### config.mk
export PLATFORM = sky130hd
export DESIGN_NAME = wb_stage_flat
export DESIGN_NICKNAME = d
export VERILOG_FILES = /design/src/rtl/mips_pkg.sv /design/src/rtl/wb_stage_if.sv /design/src/rtl/wb_bypass.sv /design/src/rtl/wb_stage.sv /design/src/flat_wrapper.sv
export SDC_FILE = /design/constraint.sdc
export NUM_CORES = 1
export LEC_CHECK = 0
export CAP_MARGIN = 5
export CELL_PAD_IN_SITES_DETAIL_PLACEMENT = 0
export CELL_PAD_IN_SITES_GLOBAL_PLACEMENT = 1
export CORE_ASPECT_RATIO = 0.6
export CORE_MARGIN = 5
export CORE_UTILIZATION = 34
export CTS_BUF_LIST = sky130_fd_sc_hd__clkbuf_4
export CTS_CLUSTER_DIAMETER = 40
export CTS_CLUSTER_SIZE = 20
export DETAILED_ROUTE_END_ITERATION = 8
export GPL_TIMING_DRIVEN = 0
export HOLD_SLACK_MARGIN = 0.02
export PLACE_DENSITY_LB_ADDON = 0.1
export SLEW_MARGIN = 20
export SYNTH_ARGS = -nofsm -noshare
export SYNTH_HDL_FRONTEND = slang
export SYNTH_HIERARCHICAL = 1
export SYNTH_SLANG_ARGS = --single-unit
export TNS_END_PERCENT = 10
### constraint.sdc
create_clock -name clk -period 2.9 [get_ports clk]
set_input_delay 0.58 -clock clk [delete_from_list [all_inputs] [get_ports clk]]
set_output_delay 0.58 -clock clk [all_outputs]
set_load 0.01 [all_outputs]
### src/rtl/mips_pkg.sv
// Shared MIPS writeback types: datapath widths, the zero register index and
// the MEM/WB latch layout.
package mips_pkg;
  localparam int DATA_W = 32;
  localparam int ADDR_W = 5;
  localparam int CNT_W  = 32;
  localparam logic [ADDR_W-1:0] REG_ZERO = '0;

  typedef struct packed {
    logic              valid;
    logic [ADDR_W-1:0] rd;
    logic              regwrite;
    logic              memtoreg;
    logic [DATA_W-1:0] alu;
    logic [DATA_W-1:0] rdata;
  } wb_latch_t;

  function automatic logic [DATA_W-1:0] wb_sel(input wb_latch_t l);
    return l.memtoreg ? l.rdata : l.alu;
  endfunction
endpackage

### src/rtl/wb_stage_if.sv
// MEM->WB instruction bus plus the register-file write port. The WB stage is
// the master: it consumes mem_* and drives the wb_* write.
interface wb_stage_if;
  import mips_pkg::*;
  logic              mem_valid;
  logic [ADDR_W-1:0] mem_rd;
  logic              mem_regwrite;
  logic              mem_memtoreg;
  logic [DATA_W-1:0] mem_alu_result;
  logic [DATA_W-1:0] mem_read_data;
  logic [ADDR_W-1:0] wb_rd;
  logic [DATA_W-1:0] wb_writedata;
  logic              wb_regwrite;

  modport master (
    input  mem_valid, mem_rd, mem_regwrite, mem_memtoreg, mem_alu_result, mem_read_data,
    output wb_rd, wb_writedata, wb_regwrite
  );
  modport slave (
    output mem_valid, mem_rd, mem_regwrite, mem_memtoreg, mem_alu_result, mem_read_data,
    input  wb_rd, wb_writedata, wb_regwrite
  );
endinterface

### src/rtl/wb_bypass.sv
// Decode-side bypass compare: flags rs/rt reads that hit the register being
// written this cycle.
module wb_bypass
  import mips_pkg::*;
(
  input  logic              regwrite,
  input  logic [ADDR_W-1:0] rd,
  input  logic [ADDR_W-1:0] rs,
  input  logic [ADDR_W-1:0] rt,
  output logic              a_hit,
  output logic              b_hit
);
  assign a_hit = regwrite && (rs == rd);
  assign b_hit = regwrite && (rt == rd);
endmodule

### src/rtl/wb_stage.sv
// MIPS writeback stage: MEM/WB latch, result select, write-once regfile write,
// retire counter. Decode bypass is built only when WB_BYPASS_EN is defined.
module wb_stage
  import mips_pkg::*;
#(
  parameter int DATA_W = mips_pkg::DATA_W,
  parameter int ADDR_W = mips_pkg::ADDR_W,
  parameter int CNT_W  = mips_pkg::CNT_W
) (
  input  logic              clk,
  input  logic              rst,
  wb_stage_if.master        bus,
  input  logic              stall,
  input  logic              flush,
  input  logic [ADDR_W-1:0] id_rs,
  input  logic [ADDR_W-1:0] id_rt,
  output logic              fwd_a_hit,
  output logic              fwd_b_hit,
  output logic [DATA_W-1:0] fwd_data,
  output logic [CNT_W-1:0]  retired
);
  wb_latch_t lat;
  logic      done;  // instruction already wrote while held by a stall

  always_ff @(posedge clk) begin
    if (rst) begin
      lat     <= '0;
      done    <= 1'b0;
      retired <= '0;
    end else if (flush) begin
      lat.valid <= 1'b0;
      done      <= 1'b0;
    end else if (stall) begin
      done <= done | bus.wb_regwrite;
    end else begin
      lat.valid    <= bus.mem_valid;
      lat.rd       <= bus.mem_rd;
      lat.regwrite <= bus.mem_regwrite;
      lat.memtoreg <= bus.mem_memtoreg;
      lat.alu      <= bus.mem_alu_result;
      lat.rdata    <= bus.mem_read_data;
      done         <= 1'b0;
      if (lat.valid) retired <= retired + 1'b1;
    end
  end

  assign bus.wb_rd        = lat.rd;
  assign bus.wb_writedata = wb_sel(lat);
  assign bus.wb_regwrite  = lat.valid && lat.regwrite && (lat.rd != REG_ZERO) && !done;

`ifdef WB_BYPASS_EN
  wb_bypass u_bypass (
    .regwrite (bus.wb_regwrite),
    .rd       (lat.rd),
    .rs       (id_rs),
    .rt       (id_rt),
    .a_hit    (fwd_a_hit),
    .b_hit    (fwd_b_hit)
  );
  assign fwd_data = bus.wb_writedata;
`else
  logic unused_id;
  assign unused_id = ^{id_rs, id_rt};
  assign fwd_a_hit = 1'b0;
  assign fwd_b_hit = 1'b0;
  assign fwd_data  = '0;
`endif
endmodule

### src/flat_wrapper.sv
// flat-port wrapper written by rule: the top's interface ports become plain ports
module wb_stage_flat import mips_pkg::*;
#(
  parameter int DATA_W = mips_pkg::DATA_W,
  parameter int ADDR_W = mips_pkg::ADDR_W,
  parameter int CNT_W  = mips_pkg::CNT_W
)
  (clk, rst, stall, flush, id_rs, id_rt, fwd_a_hit, fwd_b_hit, fwd_data, retired, bus_mem_valid, bus_mem_rd, bus_mem_regwrite, bus_mem_memtoreg, bus_mem_alu_result, bus_mem_read_data, bus_wb_rd, bus_wb_writedata, bus_wb_regwrite);
  wb_stage_if bus_i ();
  input  logic clk;
  input  logic rst;
  input  logic stall;
  input  logic flush;
  input  logic [ADDR_W-1:0] id_rs;
  input  logic [ADDR_W-1:0] id_rt;
  output logic fwd_a_hit;
  output logic fwd_b_hit;
  output logic [DATA_W-1:0] fwd_data;
  output logic [CNT_W-1:0] retired;
  input wire logic [$bits(bus_i.mem_valid)-1:0] bus_mem_valid;
  input wire logic [$bits(bus_i.mem_rd)-1:0] bus_mem_rd;
  input wire logic [$bits(bus_i.mem_regwrite)-1:0] bus_mem_regwrite;
  input wire logic [$bits(bus_i.mem_memtoreg)-1:0] bus_mem_memtoreg;
  input wire logic [$bits(bus_i.mem_alu_result)-1:0] bus_mem_alu_result;
  input wire logic [$bits(bus_i.mem_read_data)-1:0] bus_mem_read_data;
  output wire logic [$bits(bus_i.wb_rd)-1:0] bus_wb_rd;
  output wire logic [$bits(bus_i.wb_writedata)-1:0] bus_wb_writedata;
  output wire logic [$bits(bus_i.wb_regwrite)-1:0] bus_wb_regwrite;
  assign bus_i.mem_valid = bus_mem_valid;
  assign bus_i.mem_rd = bus_mem_rd;
  assign bus_i.mem_regwrite = bus_mem_regwrite;
  assign bus_i.mem_memtoreg = bus_mem_memtoreg;
  assign bus_i.mem_alu_result = bus_mem_alu_result;
  assign bus_i.mem_read_data = bus_mem_read_data;
  assign bus_wb_rd = bus_i.wb_rd;
  assign bus_wb_writedata = bus_i.wb_writedata;
  assign bus_wb_regwrite = bus_i.wb_regwrite;
  wb_stage #(.DATA_W(DATA_W), .ADDR_W(ADDR_W), .CNT_W(CNT_W)) u_core (.clk(clk), .rst(rst), .bus(bus_i), .stall(stall), .flush(flush), .id_rs(id_rs), .id_rt(id_rt), .fwd_a_hit(fwd_a_hit), .fwd_b_hit(fwd_b_hit), .fwd_data(fwd_data), .retired(retired));
endmodule
Word-level counts from Yosys, hierarchy flattened
Index checks and enable logic that the tools add are counted.

Mux-type cells: 1. Bitwise gates (word level): 3. Reduce and logical (&&, ||, !) cells: 9. $add $sub $neg: 1.

Operators by type and width (count): 32-bit by 1-bit adder with 32-bit output (second input constant) (1); 32-bit two-way mux (1); 5-bit nonzero test (1); 1-bit logical AND (3); 3-bit AND reduction (1); 3-bit OR reduction (1); 1-bit inverter (2); 2-bit AND reduction (1); 2-bit OR reduction (1); 1-bit logical NOT (1); 1-bit OR (1).

Word-level logic and storage cells: 22. Register bits: 105. Output and inout bits: 104.

Logic depth before layout (Yosys ltp)
Depth in word-level cells: 4. Gate-level depth with buffers: 6.

Least setup slack after synthesis
No wires, ideal clock.

Kind: input port to flip-flop. Start point: in stall. End point: reg u_core.retired[29]. Stages: 6. Path buffers: 2. Setup slack: 0.815 ns. Required time: 2.830 ns. Arrival: 2.015 ns. Path through: or2_1 > buf_6 > or3_4 > buf_6 > or4_1 > a21oi_1.

Longest elaborated chain between the ends: 2.

Ends and longest elaborated chain: start: declaration (line flat_wrapper.sv:12) `input logic stall;`; 1-bit inverter (no line); 3-bit AND reduction (no line); end signal: assignment (line wb_stage.sv:43) `if (lat.valid) retired <= retired + 1'b1;`; end: declaration (line wb_stage.sv:20) `output logic [CNT_W-1:0] retired`.

Every way passes these cells. A chain may end at the register's enable or synchronous reset.

Final worst setup path
Start point: reg u_core.lat, in the netlist u_core/bus.wb_rd[0]. End point: out bus_wb_regwrite.

Longest elaborated chain between the ends: 3.

Ends and longest elaborated chain: start: declaration (line wb_stage.sv:22) `wb_latch_t lat;`; 5-bit nonzero test (line wb_stage.sv:49) `assign bus.wb_regwrite = lat.valid && lat.regwrite && (lat.rd != REG_ZERO) && !done;`; 1-bit logical AND (2 in series) (line wb_stage.sv:49); end: declaration (line flat_wrapper.sv:28) `output wire logic [$bits(bus_i.wb_regwrite)-1:0] bus_wb_regwrite;`.

Every way passes these cells.

==> metrics.csv <==
stage,metric,value,unit
floorplan,fp.dieArea,0.0166,mm^2
critical_path,cp_max_fo,3,
timing,tightest_slew,0.748,ns
power,p_leak,2.46,nW
critical_path,cp_data_required_time,2.32,ns
routing,viasPerCell,4.75,
place,hpwl,11600,um
timing,finClkSkew,0.0183,ns
floorplan,std_cell_rows,33,
timing,fin_tns_setup,0,ns
routing,vias,4624,
critical_path,path_class,reg -> out,
cells_and_area,layout_commonest_cell,nand2_1,
power,fin_total_pwr,2.64,mW
clock_network,clock_path_buffers,2,
cells_and_area,most-common-layout-cells,"nand2_1 (156), clkdlybuf4s50_1 (144), dfxtp_1 (105)",
routing,drc_errors,0,
clock_network,h-tree-depth,3,
clock_network,cts-hold-fix-buffers,0,
clock_network,cts_made_buffers,9,
synth,syn_inst,588,
timing,relSlewSlack,49.4,%
floorplan,die_w,163,um
timing,fmax,0.367,GHz
synth,yosysSeqAreaShare,43.9,%
synth,ys.flop_type,dfxtp_1,
worst_hold_path,hold_path.class,reg -> reg,
timing,rsz0062_at_grt,no,
floorplan,chipHeight,102,um
cells_and_area,syn_to_final_growth,40.4,%
synth,yosys_register_bits,105,
timing,setup_viol,0,
routing,routedWlPerCell,15.6,um
clock_network,cts_tree,done,
global_routing,grt_max_degree,19,
place,gp_congestion,0.852,
floorplan,io_pins,190,
global_routing,grt.overflow.total,0,
cells_and_area,layout.nets,862,
synth,synth_edf_count,0,
routing,drt_iter0_markers,297,
routing,drtAntennaViolNets,0,
routing,drt_wl_total,15200,um
critical_path,cp-start-kind,flop,
flow_run,cap_violations,0,
synth,synthArstFlopShare,0,%
clock_network,root_buffer,clkbuf_4,
routing,first_pass_iters,5,
timing,hold_viol_final,0,
clock_network,cts.sinks,105,
critical_path,endpoint_kind,output pin,
synth,ys_types,37,
power,peakVddDrop,0.191,mV
timing,finalCritPeriodShare,93.9,%
cells_and_area,drive_gt1_share,12.4,%
synth,ys_warn_count,6,
power,powerDensity,392,mW/mm^2
floorplan,core-area,0.0137,mm^2
timing,final_max_slew_viol_count,0,
critical_path,crit_arrival,2.14,ns
status,status,finished clean,
place,portBuffers,144,
global_routing,grt_usage,18.1,%
floorplan,initial_core_util,34.8,%
synth,syn_avg_cell_area,8.15,um^2
global_routing,grt_pass1_wl,23900,um
synth,synth.cell_area,0.00479,mm^2
global_routing,grt_pass1_vias,4685,
clock_network,clk_latency,0.46,ns
timing,min_period,2.72,ns
clock_network,path_clk_slew,0.17,ns
cells_and_area,num-fill-cells,1376,
global_routing,antenna_found_initial,1,
## flip-flops by register name (all words and copies together) (netlist names)
| signal | flops |
|---|---|
| u_core/done | 1 |
| u_core/retired | 32 |
| u_core/lat | 67 |
| u_core/bus.wb_rd | 5 |
## metal layers
metal | GRT usage (%) | share of wire (%)
met1 | 25.9 | 49
met2 | 27.4 | 41
met3 | 4.84 | 8.5
met4 | 4.51 | 1.3
met5 | 0 | 0
## final timing paths
check / startpoint / endpoint / slack, ns / cells after the start
hold reg to reg: u_core/done / u_core/done / 0.46 / 2
setup / recovery: u_core/bus.wb_rd[0] / bus_wb_regwrite / 0.18 / 4
hold / removal: u_core/done / u_core/done / 0.46 / 2
setup reg to reg: u_core/retired[1] / u_core/retired[22] / 0.54 / 5
## cells in the mapped netlist, types with 2 or more instances
cell type | count | area share [%]
o31ai_1 | 10 | 1.6
nor3_1 | 3 | 0.31
and4_1 | 5 | 0.91
buf_1 | 4 | 0.31
or2_1 | 2 | 0.26
o41ai_1 | 2 | 0.37
nand4_1 | 11 | 1.4
inv_1 | 5 | 0.39
nor2_1 | 16 | 1.3
nor2b_1 | 2 | 0.26
and2_1 | 2 | 0.26
and3_1 | 5 | 0.65
xor2_1 | 8 | 1.5
buf_6 | 2 | 0.47
xnor2_1 | 3 | 0.55
o21ai_0 | 5 | 0.52
nand2_1 | 156 | 12
buf_4 | 39 | 6.1
nand3_1 | 13 | 1.4
nor4_1 | 5 | 0.65
a21oi_1 | 91 | 9.5
dfxtp_1 | 105 | 44
nand4bb_1 | 2 | 0.47
or3_1 | 7 | 0.91
mux2_2 | 34 | 8.0
clkbuf_1 | 29 | 2.3
or4_1 | 12 | 1.9
## what timing repair did
item | in CTS | in global routing
endpoints found under the setup margin | 29 | 29
pin swaps | 0 | 0
gates resized for setup | 6 | 0
setup buffers | 0 | 0
## logic make-up after synthesis
kind of cell / Yosys count / share of synthesized area [%]
fa+ha+maj: 1 / 0.261
buf+inv: 80 / 9.66
xor+xnor: 11 / 2.01
other cells: 1 / 0.0783
simple gates: 245 / 23.6
mux: 35 / 8.20
flops: 105 / 43.9
compound gates: 110 / 12.3
## power by group
part | internal, mW | switching (mW)
Clock | 0.187 | 0.524
Sequential | 1.49 | 0.0232
Combinational | 0.227 | 0.189
## critical path, cell delays in order (launching register included)
cell and delay (ns):
dfxtp_1 0.36, or4_1 0.56, o211ai_1 0.22, nor2_1 0.07
clkdlybuf4s50_1 0.49
## area by class of cell
| type | instances | area [um^2] | share of cell area [%] |
|---|---|---|---|
| inverters | 5 | 18.8 | 0.279 |
| clock inverters | 7 | 53.8 | 0.800 |
| clock buffers | 9 | 67.6 | 1.00 |
| multi-input cells | 436 | 2350 | 34.9 |
| diodes | 1 | 2.50 | 0.0372 |
| plain buffers | 74 | 452 | 6.71 |
| repair buffers | 144 | 1440 | 21.4 |
| well taps | 192 | 240 | 3.57 |
| flip-flops and latches | 105 | 2100 | 31.2 |
## metrics by stage
step | hold slack [ns] | util, % | cells | instance area [um^2] | worst slack [ns]
after global placement | 0.432 | 48.0 | 957 | 6600 | 0.0653
after floorplan | 0.421 | - | 621 | 4910 | 0.815
final | 0.459 | 48.9 | 973 | 6730 | 0.176
after detailed placement | 0.436 | 48.0 | 957 | 6600 | 0.0831
after CTS | 0.458 | 48.9 | 973 | 6730 | 0.00912
after global routing | 0.487 | 48.9 | 973 | 6730 | 0.0302
Note: power is estimated with default switching activity, not from simulation.
